===== src/rtl/multi_port_dist_ram_pkg.sv =====
// Shared types and helpers for the multi-port distributed RAM:
// the clear/run state encoding and the live-value-table select width.
package multi_port_dist_ram_pkg;

  typedef enum logic {
    ST_CLEAR = 1'b0,
    ST_RUN   = 1'b1
  } ram_state_e;

  function automatic int ram_sel_width(input int n);
    return (n > 1) ? $clog2(n) : 1;
  endfunction

endpackage


===== src/rtl/lvt_ram_bank.sv =====
// One DEPTH x WIDTH bank with a single synchronous write port and a
// single asynchronous read port; contents are not reset.
module lvt_ram_bank #(
  parameter int WIDTH = 32,
  parameter int DEPTH = 32,
  localparam int ADDR_WIDTH = $clog2(DEPTH)
) (
  input  logic                  clk,
  input  logic                  we,
  input  logic [ADDR_WIDTH-1:0] waddr,
  input  logic [WIDTH-1:0]      wdata,
  input  logic [ADDR_WIDTH-1:0] raddr,
  output logic [WIDTH-1:0]      rdata
);

  logic [WIDTH-1:0] mem_r [DEPTH];

  // Storage write on the rising edge.
  always_ff @(posedge clk) begin
    if (we) begin
      mem_r[waddr] <= wdata;
    end
  end

  assign rdata = mem_r[raddr];

endmodule


===== src/rtl/multi_port_dist_ram.sv =====
// NUM_WRITE x NUM_READ multi-port RAM built from 1W1R banks steered by a
// live-value table, with optional write-to-read bypass and a post-reset zero sweep.
module multi_port_dist_ram
  import multi_port_dist_ram_pkg::*;
#(
  parameter int WIDTH          = 32,
  parameter int DEPTH          = 32,
  parameter int NUM_READ       = 2,
  parameter int NUM_WRITE      = 2,
  parameter int BYPASS         = 0,
  parameter int CLEAR_ON_RESET = 1,
  localparam int ADDR_WIDTH    = $clog2(DEPTH)
) (
  input  logic                            clk,
  input  logic                            resetn,
  output logic                            ready,
  input  logic [NUM_WRITE-1:0]            we,
  input  logic [NUM_WRITE*ADDR_WIDTH-1:0] waddr,
  input  logic [NUM_WRITE*WIDTH-1:0]      wdata,
  input  logic [NUM_READ*ADDR_WIDTH-1:0]  raddr,
  output logic [NUM_READ*WIDTH-1:0]       rdata
);

  localparam int SEL_WIDTH = ram_sel_width(NUM_WRITE);

  ram_state_e            state_r;
  logic [ADDR_WIDTH-1:0] cnt_r;
  logic                  ready_r;
  logic [SEL_WIDTH-1:0]  lvt_r [DEPTH];
  logic                  clear_s;

  logic [NUM_WRITE-1:0]  bank_we_s;
  logic [ADDR_WIDTH-1:0] bank_waddr_s [NUM_WRITE];
  logic [WIDTH-1:0]      bank_wdata_s [NUM_WRITE];
  logic [WIDTH-1:0]      bank_rdata_s [NUM_WRITE][NUM_READ];
  logic [SEL_WIDTH-1:0]  rsel_s  [NUM_READ];
  logic [WIDTH-1:0]      rword_s [NUM_READ];

  assign clear_s = (state_r == ST_CLEAR);
  assign ready   = ready_r;

  // Bank write steering: the sweep takes over every bank while clearing.
  always_comb begin
    for (int w = 0; w < NUM_WRITE; w++) begin
      bank_we_s[w]    = clear_s | we[w];
      bank_waddr_s[w] = clear_s ? cnt_r : waddr[w*ADDR_WIDTH +: ADDR_WIDTH];
      bank_wdata_s[w] = clear_s ? {WIDTH{1'b0}} : wdata[w*WIDTH +: WIDTH];
    end
  end

  for (genvar gw = 0; gw < NUM_WRITE; gw++) begin : g_wr
    for (genvar gr = 0; gr < NUM_READ; gr++) begin : g_rd
      lvt_ram_bank #(
        .WIDTH (WIDTH),
        .DEPTH (DEPTH)
      ) u_bank (
        .clk   (clk),
        .we    (bank_we_s[gw]),
        .waddr (bank_waddr_s[gw]),
        .wdata (bank_wdata_s[gw]),
        .raddr (raddr[gr*ADDR_WIDTH +: ADDR_WIDTH]),
        .rdata (bank_rdata_s[gw][gr])
      );
    end
  end

  // Clear/run sequencing; ready rises on the edge that clears the last entry.
  always_ff @(posedge clk or negedge resetn) begin
    if (!resetn) begin
      state_r <= (CLEAR_ON_RESET != 0) ? ST_CLEAR : ST_RUN;
      cnt_r   <= {ADDR_WIDTH{1'b0}};
      ready_r <= (CLEAR_ON_RESET == 0);
    end else begin
      case (state_r)
        ST_CLEAR: begin
          cnt_r <= cnt_r + {{(ADDR_WIDTH-1){1'b0}}, 1'b1};
          if (cnt_r == ADDR_WIDTH'(DEPTH - 1)) begin
            state_r <= ST_RUN;
            ready_r <= 1'b1;
          end
        end
        ST_RUN: begin
          ready_r <= 1'b1;
        end
        default: begin
          state_r <= ST_CLEAR;
          cnt_r   <= {ADDR_WIDTH{1'b0}};
          ready_r <= 1'b0;
        end
      endcase
    end
  end

  // Live-value table: later loop iterations override, so the highest port wins.
  always_ff @(posedge clk or negedge resetn) begin
    if (!resetn) begin
      for (int i = 0; i < DEPTH; i++) begin
        lvt_r[i] <= {SEL_WIDTH{1'b0}};
      end
    end else if (clear_s) begin
      lvt_r[cnt_r] <= {SEL_WIDTH{1'b0}};
    end else begin
      for (int w = 0; w < NUM_WRITE; w++) begin
        if (we[w]) begin
          lvt_r[waddr[w*ADDR_WIDTH +: ADDR_WIDTH]] <= SEL_WIDTH'(w);
        end
      end
    end
  end

  // Read path: LVT-selected bank, optional same-cycle bypass, zero while clearing.
  always_comb begin
    rdata = {(NUM_READ*WIDTH){1'b0}};
    for (int r = 0; r < NUM_READ; r++) begin
      rsel_s[r]  = lvt_r[raddr[r*ADDR_WIDTH +: ADDR_WIDTH]];
      rword_s[r] = {WIDTH{1'b0}};
      for (int w = 0; w < NUM_WRITE; w++) begin
        rword_s[r] = (rsel_s[r] == SEL_WIDTH'(w)) ? bank_rdata_s[w][r] : rword_s[r];
      end
      for (int w = 0; w < NUM_WRITE; w++) begin
        rword_s[r] = ((BYPASS != 0) && we[w] &&
                      (waddr[w*ADDR_WIDTH +: ADDR_WIDTH] == raddr[r*ADDR_WIDTH +: ADDR_WIDTH]))
                     ? wdata[w*WIDTH +: WIDTH] : rword_s[r];
      end
      rdata[r*WIDTH +: WIDTH] = clear_s ? {WIDTH{1'b0}} : rword_s[r];
    end
  end

endmodule


===== config.mk =====
export PLATFORM = sky130hd
export DESIGN_NAME = multi_port_dist_ram
export DESIGN_NICKNAME = d
export VERILOG_FILES = /design/src/rtl/multi_port_dist_ram_pkg.sv /design/src/rtl/lvt_ram_bank.sv /design/src/rtl/multi_port_dist_ram.sv
export SDC_FILE = /design/constraint.sdc
export NUM_CORES = 2
export LEC_CHECK = 0
export BUFFER_PORTS_ARGS = -buffer_cell sky130_fd_sc_hd__buf_2
export CAP_MARGIN = 10
export CORE_ASPECT_RATIO = 0.75
export CORE_MARGIN = 2
export CORE_UTILIZATION = 43
export CTS_CLUSTER_DIAMETER = 40
export DETAILED_ROUTE_END_ITERATION = 10
export PLACE_DENSITY_LB_ADDON = 0.25
export SLEW_MARGIN = 25
export SYNTH_ARGS = -nofsm -noshare
export SYNTH_HDL_FRONTEND = slang
export SYNTH_SLANG_ARGS = --single-unit

===== constraint.sdc =====
create_clock -name clk -period 5.1 [get_ports clk]
set_input_delay 1.53 -clock clk [delete_from_list [all_inputs] [get_ports clk]]
set_output_delay 1.53 -clock clk [all_outputs]
set_load 0.01 [all_outputs]

# Yosys cells after proc, flatten, opt, wreduce, memory -nomap -nowiden
# Memory sizes are Yosys's and may differ from the RTL's.
# Cells that the tools add are included.
# classes
addsub	1
mul	0
div	0
order_cmp	8
n_eq_ne	2
shift	0
muxes	32
bitwise	13
n_reduce_logical	3
# ops
operator	n
$mux 32	10
$and 32x32->32	2
$not 32->32	2
$or 32x32->32	1
$ge 6x6->1 const B	5
$not 5->6	5
$lt 6x1->1 const B	3
$demux 1 s5	3
$mux 1	14
$bmux 1 s5	2
$mux 5	2
$add 5x1->5 const B	1
$eq 5x5->1 const B	1
$logic_and 1x1->1	3
$ne 2x1->1 const B	1
$or 1x1->1	2
$pmux 1 s2	1
$not 1->1	1
# totals
reg_bits	39
latch_bits	0
ram_bits	4096
rom_bits	0
input_bits	88
out_inout_bits	65
word_cells	98
mem_count	4
# mem_list
memory	words	word_bits	rd	rd_clocked_by_memory_dff	wr	line_no	source
g_wr[0].g_rd[0].u_bank.mem_r	32	32	1	0	1	lvt_ram_bank.sv:16	logic [WIDTH-1:0] mem_r [DEPTH];
g_wr[0].g_rd[1].u_bank.mem_r	32	32	1	0	1	lvt_ram_bank.sv:16	
g_wr[1].g_rd[0].u_bank.mem_r	32	32	1	0	1	lvt_ram_bank.sv:16	
g_wr[1].g_rd[1].u_bank.mem_r	32	32	1	0	1	lvt_ram_bank.sv:16	

# Longest topological paths before layout
# depth
depth_word	12
ltp_mapped	11
ltp_nobuf	6

# Modules after synthesis
# Synthesis repeated with hierarchy kept, for this count alone.
# unflattened
cells_unflattened	9517
area_unflattened_um2	163924.7
# modules_own_cells
module	instances	cells_each	area_per_inst_um2	seq_area_each_um2
lvt_ram_bank	4	2228	39844.5	30749.5
multi_port_dist_ram	1	605	4546.9	975.9

# Worst setup path after synthesis
# No wires, ideal clock.
# synth_timing
path_kind	input-to-output
startpoint	input port raddr[7]
endpoint	output port rdata[45]
arrival_ns	3.366
required_time_ns	3.570
slack_ns	0.204
stages	8
path_buffers	4
cell_sequence	buf_2 buf_2 buf_2 buf_1 mux4_2 a22oi_1 o31ai_1 o311a_1
# synth_between
elab_chain_cells	6
elab_cells_between_ends	8
classes_between	mux: 5; bitwise: 1; memory: 2
# synth_lines
element	line_no	source
start, declared	multi_port_dist_ram.sv:20	input logic [NUM_READ*ADDR_WIDTH-1:0] raddr,
$not 5->6 (not written as such)	multi_port_dist_ram.sv:115	rsel_s[r] = lvt_r[raddr[r*ADDR_WIDTH +: ADDR_WIDTH]];
$bmux 1 s5	multi_port_dist_ram.sv:115	
$mux 1 (not written as such) (2 in series)	multi_port_dist_ram.sv:115	
$mux 32 *	multi_port_dist_ram.sv:118	rword_s[r] = (rsel_s[r] == SEL_WIDTH'(w)) ? bank_rdata_s[w][r] : rword_s[r];
$mux 32 *	multi_port_dist_ram.sv:125	rdata[r*WIDTH +: WIDTH] = clear_s ? {WIDTH{1'b0}} : rword_s[r];
end, declared	multi_port_dist_ram.sv:21	output logic [NUM_READ*WIDTH-1:0] rdata
# Every way passes the cells marked *; elsewhere a longest branch is shown, timed or not. The select of a mux whose other input is x is not followed.

# Final worst setup path
# layout_timing
startpoint	input port raddr[5]
endpoint	output port rdata[52]
# Same word-level chain as after synthesis.

==> flow_metrics.env <==
export IMPL_hold_depth=1
export IMPL_root_buffer="clkbuf_16"
export IMPL_totalWireLength_mm=354
export IMPL_period_minus_slack_ps=5430
export IMPL_synth_top_cell_area_share_pct=63.2
export IMPL_max_freq_mhz=184
export IMPL_dr_pass1_iters=6
export IMPL_cts_clk_slew_worst_paths_ps=50
export IMPL_antenna_found_initial=15
export IMPL_pre_cts_slack_ps=-575
export IMPL_synth_edff_count=2048
export IMPL_path_class="input port to output port"
export IMPL_ant_nets=0
export IMPL_synth_top_area_cell="edfxtp_1"
export IMPL_yosys_top_cells_area="edfxtp_1 (63%), mux4_2 (18%), mux2_2 (4.9%), o22ai_1 (2.1%), mux2i_1 (1.6%)"
export IMPL_ios=153
export IMPL_violations="setup timing"
export IMPL_placed_cell_area_sq_um=108000
export IMPL_r2r_cells=6
export IMPL_core_area_sq_um=225000
export IMPL_period_share_pct=106
export IMPL_final_hold_viol_count=0
export IMPL_syn_inst=5400
export IMPL_synth_commonest_cells="edfxtp_1 (2048), mux4_2 (775), mux2_2 (420)"
export IMPL_clk_latency_ps=890
export IMPL_clockBufferDepth=4
export IMPL_hold_buffers=0
export IMPL_netlist_area_sq_um=97400
export IMPL_instances_no_fill=9315
export IMPL_met3_usage_pct=8.10
export IMPL_async_flop_share_pct=1.87
export IMPL_grt_usage_pct=30.3
export IMPL_detail_route_wl_per_cell_microns=38.0
export IMPL_ir_drop_mv=0.328
export IMPL_power_mw=41.7
export IMPL_clock_skew_ps=50.2
export IMPL_path_max_fanout=15
export IMPL_first_iter_violations=10100
export IMPL_rsz0062_at_grt="true"
export IMPL_end_kind="output port"
export IMPL_worst_slew_pin_slew_ps=1090
export IMPL_vias=63400
export IMPL_yosysSeqAreaShare_pct=64.2
export IMPL_grt_start_max_net_pins=72
export IMPL_synth_nets=5493
export IMPL_rows=151
export IMPL_required_ps=3570
export IMPL_overflow=0
export IMPL_die_w_microns=553
export IMPL_use_met2_pct=43.6
export IMPL_hold_path_class="register to register"
export IMPL_avgSynthCellArea_sq_um=18.0
export IMPL_top_usage_layer="met1"
export IMPL_start_util_pct=43.2
export IMPL_die_h_microns=416
export IMPL_viasPerCell=6.80
export IMPL_ys_types=51
export IMPL_drive_gt1_share_pct=44.9
export IMPL_areaGrowthSynthToFinish_pct=23.5
export IMPL_cts_max_level=4
export IMPL_status="finished with violations"
export IMPL_arrival_ps=3900
export IMPL_dp_hpwl_mm=220
export IMPL_maxSlewHeadroom_pct=27.2
export IMPL_ys_ff_latch=2087
export IMPL_place_congestion=0.898
export IMPL_worst_slack_ps=-329
export IMPL_postLayoutCellArea_sq_um=120000
export IMPL_port_buffers=152
export IMPL_slew_violations=0
export IMPL_powerDensity_nw_per_um2=347
export IMPL_cts_sinks=2087
export IMPL_finalSetupViolations=55
export IMPL_start_kind="input port"
export IMPL_grt_pass1_wl_mm=490
export IMPL_finalNetCount=6218
export IMPL_die_area_sq_um=230000
export IMPL_cts_buffers=245
export IMPL_use_met1_pct=43.9
export IMPL_p_leak_nw=39.0
export IMPL_yosys_warnings=0
export IMPL_drt_drc_violations_left=0
export IMPL_grt_pass1_vias=62500
export IMPL_maxCapViolations=0
export IMPL_dp_cells=8762
export IMPL_synth_flop_cell="edfxtp_1"
export IMPL_fin_hold_ws_ps=460
export IMPL_cts_tree="done"
export IMPL_synth_most_common_cell="edfxtp_1"
-- sequential cells by signal, indices dropped and copies added, names as in the netlist --
register,count
g_wr.g_rd.u_bank.mem_r,2048
cnt_r,5
state_r,1
ready,1
lvt_r,32
-- path summary, 6_finish.rpt --
path | from | endpoint | slack [ps]
max | raddr[5] | rdata[52] | -330
min | ready | ready | 460
max reg2reg | state_r | g_wr[1].g_rd[0].u_bank.mem_r[8][16] | 1460
min reg2reg | ready | ready | 460
max in group asynchronous | resetn | state_r | 3680
min in group asynchronous | resetn | lvt_r[12] | 770
-- cell usage in the layout, fill, tap and decap left out, types with 32 or more instances in the layout --
cell type  count
buf_2         90
nor2_1        46
o22ai_1      269
o22ai_4       32
edfxtp_1    2048
a22oi_1      111
nor3_1        33
a211oi_1     123
mux2i_1      131
o21ai_0      117
and2_2        44
clkinv_1      41
nor2b_1      107
mux4_2       775
buf_4        406
nand2_1      147
mux2_2       420
nor2_4        67
a211oi_2      35
buf_12       212
buf_6        155
nand4_1       34
buf_16        32
dfrtp_1       38
clkbuf_16    248
o31ai_1       50
-- per-stage QoR --
step                      utilization (%)  TNS [ps]
final                                53.3     -8440
after global routing                 53.3     -9170
after CTS                            52.9     -9520
after detailed placement             48.0    -20230
after global placement               48.0    -20830
after floorplan                         -         0
-- timing repair --
| item | CTS | global route |
|---|---|---|
| buffers inserted | 69 | 29 |
| cloned | 15 | 2 |
| pin swaps | 62 | 65 |
| resized for setup | 386 | 164 |
| endpoints found under the setup margin | 64 | 64 |
| endpoints found under the hold margin | 0 | 0 |
-- report_power, final --
group          leakage, nW  internal (mW)  switching, mW
clock                 3.87           10.2           7.36
combinational         16.2           2.28           2.94
sequential            19.0           18.9         0.0477
-- routing by layer --
metal / share of wire (%) / vias to the layer above / routed length [microns]
met1: 39 / 33400 / 138000
met5: 0 / - / 0
met4: 4.7 / 0 / 16700
met3: 14 / 771 / 48200
met2: 43 / 4635 / 151000
li1: - / 24500 / -
-- cell type report --
cell class / instances / area [sq um]
Fill cell: 17300 / 105000
Sequential cell: 2087 / 62500
Multi-Input combinational cell: 2870 / 35200
Timing Repair Buffer: 916 / 10800
Clock buffer: 276 / 6270
Tap cell: 2983 / 3730
Clock inverter: 166 / 1740
Antenna cell: 12 / 30.0
Inverter: 5 / 26.3
-- kinds of logic after synthesis --
logic type / after synthesis / synth area share [%]
XOR/XNOR: 3 / 0.0270
adder cells (fa/ha/maj): 5 / 0.0642
multiplexers: 1346 / 24.3
buffers and inverters: 443 / 1.99
flip-flops: 2087 / 64.2
AO/OA/AOI/OAI: 921 / 6.38
AND/OR/NAND/NOR: 595 / 3.04
-- critical path: stages --
cell and delay [ps]:
buf_12 110, buf_12 150, buf_12 180, buf_12 200
mux4_2 540, a22oi_2 350, nand4_1 260, buf_4 230
o311a_1 130, buf_2 150
Power figures use the tool's default switching activity.
